### config.mk
export PLATFORM = sky130hd
export DESIGN_NAME = wb_commit_arb
export DESIGN_NICKNAME = d
export VERILOG_FILES = /design/src/rtl/wb_pkg.sv /design/src/rtl/wb_src_fifo.sv /design/src/rtl/wb_commit_arb.sv
export SDC_FILE = /design/constraint.sdc
export NUM_CORES = 1
export LEC_CHECK = 0
export BUFFER_PORTS_ARGS = -buffer_cell sky130_fd_sc_hd__buf_2
export CAP_MARGIN = 20
export CORE_ASPECT_RATIO = 1.25
export CORE_UTILIZATION = 54
export CTS_CLUSTER_SIZE = 24
export DETAILED_ROUTE_END_ITERATION = 7
export GPL_TIMING_DRIVEN = 0
export PLACE_DENSITY_LB_ADDON = 0.05
export SLEW_MARGIN = 10
export SYNTH_ARGS = -nofsm -noshare
export SYNTH_HDL_FRONTEND = slang
export SYNTH_HIERARCHICAL = 1
export SYNTH_SLANG_ARGS = --single-unit
### constraint.sdc
create_clock -name clk -period 3.3 [get_ports clk]
set_input_delay 0.33 -clock clk [delete_from_list [all_inputs] [get_ports clk]]
set_output_delay 0.33 -clock clk [all_outputs]
set_load 0.05 [all_outputs]
### src/rtl/wb_pkg.sv
// Shared types and width helpers for the writeback/commit arbiter slice.
package wb_pkg;

  localparam int WB_NUM_WARPS = 32;
  localparam int WB_REG_ID_W  = 7;
  localparam int WB_DATA_W    = 32;

  function automatic int warp_w(input int num_warps);
    return (num_warps > 1) ? $clog2(num_warps) : 1;
  endfunction

  // Count must represent 0..DEPTH inclusive.
  function automatic int cnt_w(input int depth);
    return $clog2(depth) + 1;
  endfunction

  localparam int WB_WARP_W = warp_w(WB_NUM_WARPS);

  typedef struct packed {
    logic [WB_WARP_W-1:0]   warp;
    logic [WB_REG_ID_W-1:0] dst;
    logic [WB_DATA_W-1:0]   data;
  } wb_entry_t;

endpackage

### src/rtl/wb_src_fifo.sv
// Per-source result FIFO: wrapping pointers plus an explicit occupancy count.
module wb_src_fifo
  import wb_pkg::*;
#(
  parameter int W     = 8,
  parameter int DEPTH = 4
) (
  input  logic                     clk,
  input  logic                     rst,
  input  logic                     push_i,
  input  logic [W-1:0]             wdata_i,
  input  logic                     pop_i,
  output logic [W-1:0]             rdata_o,
  output logic                     full_o,
  output logic                     empty_o,
  output logic [cnt_w(DEPTH)-1:0]  count_o
);

  localparam int AW = $clog2(DEPTH);
  localparam int CW = cnt_w(DEPTH);

  logic [W-1:0]  mem_q [DEPTH];
  logic [AW-1:0] wr_q, rd_q;
  logic [CW-1:0] cnt_q, cnt_d;
  logic          do_push, do_pop;

  assign full_o  = (cnt_q == CW'(DEPTH));
  assign empty_o = (cnt_q == '0);
  assign count_o = cnt_q;
  assign rdata_o = mem_q[rd_q];

  assign do_push = push_i & ~full_o;
  assign do_pop  = pop_i & ~empty_o;

  always_comb begin
    cnt_d = cnt_q;
    if (do_push && !do_pop) cnt_d = cnt_q + 1'b1;
    else if (do_pop && !do_push) cnt_d = cnt_q - 1'b1;
  end

  // DEPTH is a power of two, so pointer increment wraps for free.
  always_ff @(posedge clk) begin
    if (rst) begin
      wr_q  <= '0;
      rd_q  <= '0;
      cnt_q <= '0;
    end else begin
      if (do_push) wr_q <= wr_q + 1'b1;
      if (do_pop)  rd_q <= rd_q + 1'b1;
      cnt_q <= cnt_d;
    end
  end

  always_ff @(posedge clk) begin
    if (do_push) mem_q[wr_q] <= wdata_i;
  end

endmodule

### src/rtl/wb_commit_arb.sv
// Round-robin writeback/commit arbiter feeding the RF write port and scoreboard release.
// WB_COMMIT_ARB_BYPASS_EN: an empty-FIFO source may win with its live input (1-cycle latency).
module wb_commit_arb
  import wb_pkg::*;
#(
  parameter int NUM_WARPS  = 32,
  parameter int REG_ID_W   = 7,
  parameter int DATA_W     = 32,
  parameter int NUM_SRC    = 3,
  parameter int FIFO_DEPTH = 4,
  localparam int WARP_W    = warp_w(NUM_WARPS)
) (
  input  logic                         clk,
  input  logic                         rst,
  input  logic [NUM_SRC-1:0]           src_valid_i,
  output logic [NUM_SRC-1:0]           src_ready_o,
  input  logic [NUM_SRC*WARP_W-1:0]    src_warp_i,
  input  logic [NUM_SRC*REG_ID_W-1:0]  src_dst_i,
  input  logic [NUM_SRC*DATA_W-1:0]    src_data_i,
  output logic                         commit_valid_o,
  input  logic                         commit_ready_i,
  output logic [WARP_W-1:0]            commit_warp_o,
  output logic [REG_ID_W-1:0]          commit_dst_o,
  output logic [DATA_W-1:0]            commit_data_o,
  output logic                         wb_idle_o
);

  localparam int SRC_W = $clog2(NUM_SRC);
  localparam int CW    = cnt_w(FIFO_DEPTH);

  typedef struct packed {
    logic [WARP_W-1:0]   warp;
    logic [REG_ID_W-1:0] dst;
    logic [DATA_W-1:0]   data;
  } entry_t;

  entry_t                        in_e [NUM_SRC];
  entry_t                        fifo_rd [NUM_SRC];
  entry_t                        head [NUM_SRC];
  logic [NUM_SRC-1:0]            acc, push, pop, byp, cand, full, empty;
  logic [NUM_SRC-1:0][CW-1:0]    cnt;

  logic                          load, win_vld;
  logic [SRC_W-1:0]              win_idx, rr_q, rr_d;
  logic                          cv_q;
  entry_t                        out_q;

  assign load = ~cv_q | commit_ready_i;

  for (genvar k = 0; k < NUM_SRC; k++) begin : g_src
    assign in_e[k] = '{warp: src_warp_i[k*WARP_W +: WARP_W],
                       dst:  src_dst_i[k*REG_ID_W +: REG_ID_W],
                       data: src_data_i[k*DATA_W +: DATA_W]};
    assign src_ready_o[k] = ~full[k];
    assign acc[k]         = src_valid_i[k] & ~full[k];
`ifdef WB_COMMIT_ARB_BYPASS_EN
    assign cand[k] = ~empty[k] | acc[k];
    assign head[k] = empty[k] ? in_e[k] : fifo_rd[k];
    assign byp[k]  = empty[k] & load & win_vld & (win_idx == SRC_W'(k));
`else
    assign cand[k] = ~empty[k];
    assign head[k] = fifo_rd[k];
    assign byp[k]  = 1'b0;
`endif
    assign push[k] = acc[k] & ~byp[k];
    assign pop[k]  = load & win_vld & (win_idx == SRC_W'(k)) & ~empty[k];

    wb_src_fifo #(.W($bits(entry_t)), .DEPTH(FIFO_DEPTH)) u_fifo (
      .clk     (clk),
      .rst     (rst),
      .push_i  (push[k]),
      .wdata_i (in_e[k]),
      .pop_i   (pop[k]),
      .rdata_o (fifo_rd[k]),
      .full_o  (full[k]),
      .empty_o (empty[k]),
      .count_o (cnt[k])
    );
  end

  // First candidate at or after rr_q, ascending modulo NUM_SRC.
  always_comb begin
    win_vld = 1'b0;
    win_idx = '0;
    for (int i = 0; i < NUM_SRC; i++) begin
      int j;
      j = (int'(rr_q) + i) % NUM_SRC;
      if (!win_vld && cand[j]) begin
        win_vld = 1'b1;
        win_idx = SRC_W'(j);
      end
    end
  end

  always_comb begin
    rr_d = rr_q;
    if (load && win_vld)
      rr_d = (int'(win_idx) == NUM_SRC - 1) ? '0 : win_idx + 1'b1;
  end

  always_ff @(posedge clk) begin
    if (rst) begin
      cv_q  <= 1'b0;
      out_q <= '0;
      rr_q  <= '0;
    end else begin
      rr_q <= rr_d;
      if (load) begin
        cv_q <= win_vld;
        if (win_vld) out_q <= head[win_idx];
      end
    end
  end

  assign commit_valid_o = cv_q;
  assign commit_warp_o  = out_q.warp;
  assign commit_dst_o   = out_q.dst;
  assign commit_data_o  = out_q.data;
  assign wb_idle_o      = ~(|cnt) & ~cv_q;

endmodule
==> results of run 1 <==
cells by family (layout without fill, tap and decap cells):
logic type	after synthesis	in the layout	synth area share [%]
other	0	2	0
xor gates and xnor gates	12	12	0.442
DFF	602	602	72.9
AOI/OAI and AO/OA	121	121	6.35
adders and majority gates	22	22	1.25
buffers and inverters	86	551	2.72
and+or+nand+nor	161	161	3.40
muxes	141	141	12.9
synth_stat cells (15+ instances only):
cell type,instances,area [um2]
a221oi_2,39,586
dfxtp_1,74,1480
mux4_2,132,2970
ha_1,19,238
o32ai_2,15,244
nand2_1,30,113
edfxtp_1,528,15900
a211oi_2,24,300
buf_2,23,115
nor2_1,59,221
nand2b_1,27,169
inv_1,23,86.3
per-layer routing:
layer / vias to the layer above / GRT usage (%)
met5: - / 0
met4: 2 / 7.26
met3: 71 / 4.34
met2: 333 / 41.2
met1: 6372 / 31.6
li1: 5536 / -
stage by stage:
stage,util [%],setup WS [ns],area [um2]
floorplan,-,-0.00665,23800
global placement,58.8,-0.707,25400
detailed placement,59.0,-0.762,25500
CTS,67.0,-0.0349,29000
global route,67.4,0.00237,29200
finish,67.4,0.0881,29200
cell type report:
type	count	area (um2)	share of cell area, %
sequential	602	17400	59.5
inverter	23	88.8	0.304
buffer	60	568	1.95
clock buffer	77	1560	5.36
tap	565	707	2.42
clock inverter	31	264	0.905
timing repair buffer	360	2630	9.01
multi-input combinational	457	5980	20.5
antenna	2	5.00	0.0172
final timing paths:
kind | startpoint | end | cells past startpoint
min reg2reg | g_src[2].u_fifo/wr_q[1] | g_src[2].u_fifo/wr_q[1] | 2
max | g_src[0].u_fifo/count_o[1] | g_src[2].u_fifo/count_o[2] | 16
min | rst | g_src[0].u_fifo/rd_q[0] | 2
max reg2reg | g_src[0].u_fifo/count_o[1] | g_src[2].u_fifo/count_o[2] | 16
sequential cells by signal (all words and copies together), names as in the netlist, named ones only:
name and count:
commit_valid_o 1, g_src.u_fifo/count_o 9, g_src.u_fifo/mem_q 528, commit_data_o 32, g_src.u_fifo/wr_q 6, rr_q 2
commit_dst_o 7, commit_warp_o 5, g_src.u_fifo/rd_q 6
power by group:
part | total [mW] | internal [mW] | switching (mW)
Sequential | 10.0 | 9.55 | 0.459
Combinational | 11.7 | 4.71 | 7.01
Clock | 6.39 | 3.64 | 2.75
Total | 28.1 | 17.9 | 10.2
repair_timing:
action	4_1_cts	5_1_grt
hold endpoints to repair	528	0
pin swaps	10	11
hold buffers	132	0
setup endpoints to repair	9	44
setup buffers	25	14
gates resized for setup	39	26
==> results.md, run 1 <==
* IO Count at 187
* Core area at 43300 um2
* Routed met3 length at 2890 um
* Synth warn at 6
* Met2 routed WL at 26700 um
* Delay-heaviest family, CP: simple AND/OR/NAND/NOR gates
* Top layer in use: met5
* Leakage power at 9.98 nW
* Syn-to-layout area delta at 22.7%
* Clock slew at reported path FFs at 0.06 ns
* # port buffers at 185
* Critical Path End Type: register
* Clock root cell: clkbuf_16
* FF+latch count, synth at 602
* Initial drt markers at 814
* Post-Syn Nets at 1305
* Num CTS Buffers at 57
* WL met1 at 21700 um
* Nets at 1721
* Required @ worst endpoint at 3.83 ns
* Slowest-stage cell, CP: dfxtp_2
* Worst R2R Setup Slack at 0.09 ns
* Die Span X at 190 um
* Syn Area/Cell at 20.8 um2
* DP HPWL at 34300 um
* Hold Slack at 0.0891 ns
* Post-Syn Area at 23800 um2
* Worst Hold Class: in2reg
* Fillers at 2839
* Hold Violations, Final at 0
* Share of cells above drive strength 1 at 39.4%
* Commonest non-fill, non-tap cells in the layout: edfxtp_1, buf_2, mux4_2, dlygate4sd3_1, dfxtp_1
* Die area at 44900 um2
* Number of synthesized flops with an enable pin at 528
* Initial core utilization at 54.9%
* Slew margin rel. at 38.9%
* Pin count of the biggest net entering global routing at 45
* Top cell by count, worst path: buf_4
* CTS Sinks at 602
* Non-filler instance count after layout at 2177
* GRT Util Overall at 24.1%
* Setup-failing EPs final at 0
* Global-route congestion overflow total at 0
* Pwr Total at 28.1 mW
* Vias in the first global route at 12.9k
* Average wire per standard cell at 24.1 um
* Final period util at 97.3%
* Antenna Nets Post-Route at 0
* Initial antenna violation count at 1
* Average vias per placed instance at 5.66
* Mapped Cells at 1145
* Leading cell type in the layout, fill and taps excluded: edfxtp_1
* H-tree lvl count at 2
* Sequential fraction of the synthesis area at 72.9%
* CTS max path bufs at 3
* RSZ-0062 raised after global routing: false
* CP max stage delay at 0.44 ns
* Status: finished clean
* Pwr per Cell Area at 964 nW/um2
* Clk Latency, worst-skew pair at 0.62 ns
* Slew Viols, Final at 0
* Worst vdd ir at 0.580 mV
* Via count at 12.3k
* Worst path bufs/invs at 4
* Drt total wl at 52500 um
* Row count at 85
* Routability cong. at 0.761
* Clock tree from TritonCTS: done
* Drt pass-1 iters at 4
* Critical path cell sequence: nor3_4, buf_4, buf_4, buf_4, mux2i_2, nand2_1, a22o_1, and2_4, and2_4, o31ai_2, ha_2, inv_1, fa_2, xor2_1, or3_1, a21oi_2
* Max_cap viols at 0
* Final min period at 3.21 ns
* Post-route setup TNS at 0 ns
* Ys flop type: edfxtp_1
* Startpoint Class: register
* First-pass GRT wire length at 78700 um
* Ys async rst share at 0%
* CP Data Arrival Time at 3.74 ns
* Die Y at 237 um
* Worst Tran Pin Value at 0.917 ns
* Remaining DRCs at 0
* Max FO, Critical Path at 7
* Final Skew at 0.0233 ns
* FMAX at 311 MHz
* Placed Cells at 1899
* Crit path kind: reg2reg
* Synth unique cells at 52
No activity file was read; power rests on OpenSTA's default activity.
==> inputs of run 2 (changes only) <==
--- a/config.mk
+++ b/config.mk
@@ -12,6 +12,7 @@
 export CTS_CLUSTER_SIZE = 24
 export DETAILED_ROUTE_END_ITERATION = 7
 export GPL_TIMING_DRIVEN = 0
+export MAX_ROUTING_LAYER = met4
 export PLACE_DENSITY_LB_ADDON = 0.05
 export SLEW_MARGIN = 10
 export SYNTH_ARGS = -nofsm -noshare
==> run 2 against run 1 <==
First-iteration DRC count rose by 0.86%. Via count fell by 0.23%. Core utilization barely moved. Maximum frequency barely moved. Sequential cell count did not move. Setup slack improved by 0.0019 ns. Power barely moved. Final cell count barely moved. Clock-buffer cell count did not move. Die area did not move. Non-clock buffer count did not move. Clock power barely moved. Largest cell class unchanged. Highest routed layer is now met4.
==> results.md, run 2 (same netlist as run 1, synthesis figures left out) <==
* Commonest non-fill, non-tap cells in the layout: edfxtp_1, buf_2, mux4_2, dlygate4sd3_1, dfxtp_1
* Max_cap viols at 0 (unchanged)
* Final period util at 97.3% (about the same)
* Initial core utilization at 54.9% (unchanged)
* Worst Hold Class: in2reg
* Biggest register: g_src.u_fifo/mem_q
* CP Data Arrival Time at 3.74 ns (about the same)
* Delay-heaviest family, CP: simple AND/OR/NAND/NOR gates
* Pin count of the biggest net entering global routing at 45 (unchanged)
* Leading cell type in the layout, fill and taps excluded: edfxtp_1
* Setup-failing EPs final at 0 (unchanged)
* CP max stage delay at 0.45 ns (about the same)
* Status: finished clean
* IO Count at 187 (unchanged)
* Startpoint Class: register
* Core area at 43300 um2 (unchanged)
* # port buffers at 185 (unchanged)
* Leakage power at 9.98 nW (unchanged)
* Initial drt markers at 821 (+0.86%)
* Die Span X at 190 um (unchanged)
* Clk Latency, worst-skew pair at 0.62 ns (about the same)
* Post-route setup TNS at 0 ns (unchanged)
* Hold Violations, Final at 0 (unchanged)
* Average vias per placed instance at 5.64 (-0.27%)
* Worst path bufs/invs at 4 (unchanged)
* Share of cells above drive strength 1 at 39.4% (unchanged)
* Routability cong. at 0.771 (+1.3%)
* Average wire per standard cell at 24.1 um (about the same)
* Die Y at 237 um (unchanged)
* Drt pass-1 iters at 6 (+2)
* Top cell by count, worst path: buf_4
* Drt total wl at 52500 um (about the same)
* Antenna Nets Post-Route at 0 (unchanged)
* Pre-CTS setup slack at -0.762 ns (unchanged)
* H-tree lvl count at 2 (unchanged)
* Initial antenna violation count at 3 (+2)
* Critical path cell sequence: nor3_4, buf_4, buf_4, buf_4, mux2i_2, nand2_1, a22o_1, and2_4, and2_4, o31ai_2, ha_2, inv_1, fa_2, xor2_1, or3_1, a21oi_2
* Final min period at 3.21 ns (-0.00192 ns)
* Slew margin rel. at 39.4% (+0.50 points)
* Num CTS Buffers at 57 (unchanged)
* First-pass GRT wire length at 78700 um (about the same)
* Slowest-stage cell, CP: dfxtp_2
* RSZ-0062 raised after global routing: false
* Final Skew at 0.0237 ns (+0.000411 ns)
* CTS max path bufs at 3 (unchanged)
* Worst Tran Pin Value at 0.909 ns (-0.00755 ns)
* Largest register FFs at 528 (unchanged)
* Row count at 85 (unchanged)
* Critical Path End Type: register
* Via count at 12.3k (-0.23%)
* Clock slew at reported path FFs at 0.06 ns (about the same)
* Crit path kind: reg2reg
* Required @ worst endpoint at 3.83 ns (about the same)
* Vias in the first global route at 12.9k (-0.18%)
* DP HPWL at 34300 um (unchanged)
* Global-route congestion overflow total at 0 (unchanged)
* Slew Viols, Final at 0 (unchanged)
* Reg area at 17400 um2 (unchanged)
* Nets at 1721 (unchanged)
* Worst vdd ir at 0.581 mV (+0.19%)
* Fillers at 2838 (-0.035%)
* Clock root cell: clkbuf_16
* GRT Util Overall at 24.9% (+0.77 points)
* Die area at 44900 um2 (unchanged)
* Pwr per Cell Area at 964 nW/um2 (about the same)
* Remaining DRCs at 0 (unchanged)
* Multi-input logic area at 5980 um2 (unchanged)
* Max FO, Critical Path at 7 (unchanged)
* CTS Sinks at 602 (unchanged)
* FMAX at 312 MHz (about the same)
* Final Util at 67.4% (about the same)
* Syn-to-layout area delta at 22.7% (about the same)
* Hold Slack at 0.0922 ns (+0.00302 ns)
* Post-route setup slack at 0.0900 ns (+0.00192 ns)
* Clock tree from TritonCTS: done
## run 2: cell types whose count changed in the layout (fill, tap and decap cells not counted), sizes merged
cell   before  now
diode       2    3
## run 2: final timing paths
check                          endpoint                  startpoint  slack (ns)  depth (start not counted)
max          g_src[2].u_fifo/count_o[2]  g_src[0].u_fifo/count_o[0]        0.09                         16
min             g_src[0].u_fifo/rd_q[0]                         rst        0.09                          2
max reg2reg  g_src[2].u_fifo/count_o[2]  g_src[0].u_fifo/count_o[0]        0.09                         16
min reg2reg     g_src[2].u_fifo/wr_q[1]     g_src[2].u_fifo/wr_q[1]        0.53                          2
## run 2: report_power, final
part           internal [mW]  switching (mW)  leakage, nW
Combinational           4.71            7.02         3.64
Clock                   3.64            2.76        0.887
Sequential              9.55           0.457         5.45
Total                   17.9            10.2         9.98
## run 2: layout make-up
cell class | instances | area share (%)
well taps | 565 | 2.42
repair buffers | 360 | 9.01
clock inverters | 31 | 0.905
clock buffers | 77 | 5.36
diodes | 3 | 0.0257
flip-flops and latches | 602 | 59.5
plain buffers | 60 | 1.95
multi-input cells | 457 | 20.5
inverters | 23 | 0.304
## run 2: timing repair
action	4_1_cts	5_1_grt
resized for setup	39	26
hold endpoints to repair	528	0
setup endpoints to repair	9	44
buffers inserted	25	14
hold buffers	132	0
pin swaps	10	11
## run 2: through the flow
| stage | power (mW) | instance area (um2) | cells |
|---|---|---|---|
| 6_report | 28.1 | 29200 | 2178 |
| 5_1_grt | 29.3 | 29200 | 2178 |
| 4_1_cts | 28.0 | 29000 | 2162 |
| 3_5_place_dp | 20.9 | 25500 | 1899 |
| 3_3_place_gp | 20.7 | 25400 | 1895 |
| 2_1_floorplan | 17.6 | 23800 | 1145 |
## run 2: routing by layer
layer | share of wire (%) | vias up | global-route usage, %
met5 | 0 | - | -
met4 | 2.3 | 0 | 7.26
met3 | 5.6 | 74 | 4.39
met2 | 51 | 336 | 41.0
met1 | 41 | 6334 | 31.8
li1 | - | 5542 | -
==> inputs of run 3 (changes only) <==
--- a/config.mk
+++ b/config.mk
@@ -5,6 +5,7 @@
 export SDC_FILE = /design/constraint.sdc
 export NUM_CORES = 1
 export LEC_CHECK = 0
+export ABC_AREA = 1
 export BUFFER_PORTS_ARGS = -buffer_cell sky130_fd_sc_hd__buf_2
 export CAP_MARGIN = 20
 export CORE_ASPECT_RATIO = 1.25
@@ -14,6 +15,8 @@
 export GPL_TIMING_DRIVEN = 0
 export MAX_ROUTING_LAYER = met4
 export PLACE_DENSITY_LB_ADDON = 0.05
+export REMOVE_ABC_BUFFERS = 1
+export SKIP_LAST_GASP = 1
 export SLEW_MARGIN = 10
 export SYNTH_ARGS = -nofsm -noshare
 export SYNTH_HDL_FRONTEND = slang
==> run 3 against run 2 <==
Sequential share of layout area fell by 0.72 points. Clock-buffer cell count rose by 7. First-iteration DRC count rose by 58%. Routed wire length rose by 22%. Maximum frequency rose by 3.2%. Hold slack improved by 0.023 ns. Core utilization fell by 0.51 points. Power fell by 6.5%. Global-route usage rose by 4.4 points. Register-to-register slack improved by 0.10 ns. Clock power barely moved. Combinational power fell by 16%. Largest power group is now registers. Highest routed layer unchanged.
==> results.md, run 3 <==
* Status: finished clean
* Clock tree from TritonCTS: done
* Syn-to-layout area delta at 21.9%
* Crit path kind: reg2reg
* Critical path cell sequence: inv_1, ha_2, inv_2, nand3_1, nand3_1, nand4_1, buf_4, nand2_8, buf_16, nor2_8, nand2_1, inv_1, nand2_1, ha_1, inv_1, fa_1, o21ai_1, nor2_1
* Pin count of the biggest net entering global routing at 89 (+98%)
* Clock slew at reported path FFs at 0.06 ns (about the same)
* Via count at 16.7k (+36%)
* Average vias per placed instance at 5.72 (+1.3%)
* Syn Area/Cell at 12.3 um2 (-41%)
* Core area at 44100 um2 (+1.9%)
* H-tree lvl count at 2 (unchanged)
* CTS max path bufs at 3 (unchanged)
* CP Data Arrival Time at 3.62 ns (-0.12 ns)
* GRT Util Overall at 29.3% (+4.4 points)
* Leading cell type in the layout, fill and taps excluded: edfxtp_1
* FMAX at 322 MHz (+3.2%)
* Final min period at 3.11 ns (-0.100 ns)
* Required @ worst endpoint at 3.81 ns (-0.02 ns)
* Post-route setup TNS at 0 ns (unchanged)
* RSZ-0062 raised after global routing: true
* Setup-failing EPs final at 0 (unchanged)
* Ys async rst share at 0% (unchanged)
* Critical Path End Type: register
* Share of cells above drive strength 1 at 18.6% (-21 points)
* Number of synthesized flops with an enable pin at 528 (unchanged)
* Cell taking the most area after synthesis: edfxtp_1
* Initial antenna violation count at 10 (+7)
* Post-DP Area at 26000 um2 (+1.8%)
* First-pass GRT wire length at 95800 um (+22%)
* Initial drt markers at 1294 (+58%)
* IO Count at 187 (unchanged)
* Finished Cell Area at 29500 um2 (+1.2%)
* Num CTS Buffers at 57 (unchanged)
* Ys flop type: edfxtp_1
* Clock root cell: clkbuf_16
* Drt pass-1 iters at 5 (-1)
* Pwr per Cell Area at 891 nW/um2 (-7.6%)
* Worst Tran Pin Value at 1.02 ns (+0.112 ns)
* Max_cap viols at 0 (unchanged)
* Routability cong. at 0.770 (about the same)
* Startpoint Class: register
* Top-count cell post-synth: edfxtp_1
* P_sw at 10.2 mW (-0.46%)
* Worst Hold Class: in2reg
* Final period util at 94.2% (-3.0 points)
* Antenna Nets Post-Route at 0 (unchanged)
* Initial core utilization at 54.9% (about the same)
* Nets at 2448 (+42%)
* Sequential power share at 38.4% (+2.8 points)
* List of most frequent post-synthesis cells: edfxtp_1, nor2_1, o21ai_0, nand2_1, inv_1
* Clk Latency, worst-skew pair at 0.62 ns (about the same)
* Drt total wl at 64100 um (+22%)
* Post-Syn Area at 24200 um2 (+1.9%)
* # port buffers at 186 (+0.54%)
* Commonest non-fill, non-tap cells in the layout: edfxtp_1, o21ai_0, nor2_1
* Worst vdd ir at 0.715 mV (+23%)
* Global-route congestion overflow total at 0 (unchanged)
* Slowest-stage cell, CP: fa_1
* Die Span X at 191 um (+0.91%)
* Remaining DRCs at 0 (unchanged)
* CTS Sinks at 602 (unchanged)
* Slew Viols, Final at 0 (unchanged)
* Combinational fraction of design power at 37.2% (-4.5 points)
* Sequential fraction of the synthesis area at 71.6% (-1.3 points)
* Leakage power at 10.9 nW (+9.1%)
* Hold Violations, Final at 0 (unchanged)
* Largest register FFs at 528 (unchanged)
* Die area at 45700 um2 (+1.8%)
* Die Y at 239 um (+0.91%)
* Clock power frac at 24.3% (+1.6 points)
* DP HPWL at 37200 um (+8.6%)
* Internal power at 16.1 mW (-10%)
* Synth unique cells at 34 (-35%)
* FF+latch count, synth at 602 (unchanged)
* Switching share of power at 38.7% (+2.4 points)
* Max FO, Critical Path at 23 (+16)
* Slew margin rel. at 31.8% (-7.6 points)
* Row count at 86 (+1.2%)
* Mapped Cells at 1963 (+71%)
* Pwr Total at 26.3 mW (-6.5%)
* Post-synth top area share at 65.5% (-1.2 points)
* Synth warn at 6 (unchanged)
* Vias in the first global route at 16.4k (+27%)
* Biggest register: g_src.u_fifo/mem_q
* CP max stage delay at 0.42 ns (-0.03 ns)
* Top cell by count, worst path: inv_1
* Final Skew at 0.0106 ns (-0.0131 ns)
* Synth top area cells: edfxtp_1, dfxtp_1, o21ai_0
* Average wire per standard cell at 22.0 um (-8.9%)
[run 3: repair_timing]
item                                   in CTS  in global routing
setup endpoints to repair                  37                  6
endpoints found under the hold margin     528                  0
setup buffers                               6                 10
pin swaps                                   5                  3
gates cloned                                8                  0
resized for setup                          18                 21
hold buffers                              132                  0
[run 3: critical path: cells and delay by family, from the launching register on]
family	cells	cell delay [ns]
flops	1	0.36
buf+inv	6	0.65
fa+ha+maj	3	1.01
compound gates	1	0.14
simple gates	8	0.80
[run 3: through the flow]
| stage | hold WS, ns | setup slack [ns] | cells | util, % |
|---|---|---|---|---|
| 2_1_floorplan | 0.399 | -0.267 | 1854 | - |
| 5_1_grt | 0.110 | -0.0729 | 2918 | 66.9 |
| 3_5_place_dp | 0.483 | -1.25 | 2645 | 58.9 |
| 4_1_cts | 0.0846 | -0.0184 | 2899 | 66.6 |
| 3_3_place_gp | 0.479 | -2.18 | 2612 | 57.0 |
| 6_report | 0.116 | 0.190 | 2919 | 66.9 |
[run 3: layout make-up]
class	count	area (um2)
antenna	10	25.0
clock buffer	84	1600
clock inverter	24	233
fill	3350	14600
inverter	125	508
multi-input combinational	1133	5940
sequential	602	17400
tap	572	716
timing repair buffer	367	3120
timing repair inverter	2	15.0
[run 3: cells by family after synthesis]
kind of cell / synth area share (%)
simple gates: 10.5
flops: 71.6
compound gates: 11.6
buf+inv: 4.96
fa+ha+maj: 1.23
xor+xnor: 0.109
[run 3: per-layer routing]
layer	vias up	track usage, %	wire length [um]
li1	7698	-	-
met1	8225	36.2	25500
met2	622	48.5	32000
met3	141	5.28	4520
met4	0	10.2	2130
met5	-	-	0
[run 3: final timing paths]
path                                               from                    endpoint  slack, ns  cells past startpoint
worst max register to register                  rr_q[0]  g_src[0].u_fifo/count_o[1]       0.19                     18
worst min register to register  g_src[0].u_fifo/rd_q[1]                    register       0.49                      2
worst min-delay path                                rst  g_src[0].u_fifo/count_o[0]       0.12                      2
worst max-delay path                            rr_q[0]  g_src[0].u_fifo/count_o[1]       0.19                     18
[run 3: power by group through the flow]
stage	clock, mW	combinational [mW]	sequential, mW
finish	6.40	9.79	10.1
global route	6.78	10.6	10.2
global placement	0	7.63	10.6
CTS	6.51	9.58	10.1
floorplan	0	4.47	10.9
detailed placement	0	8.46	10.3
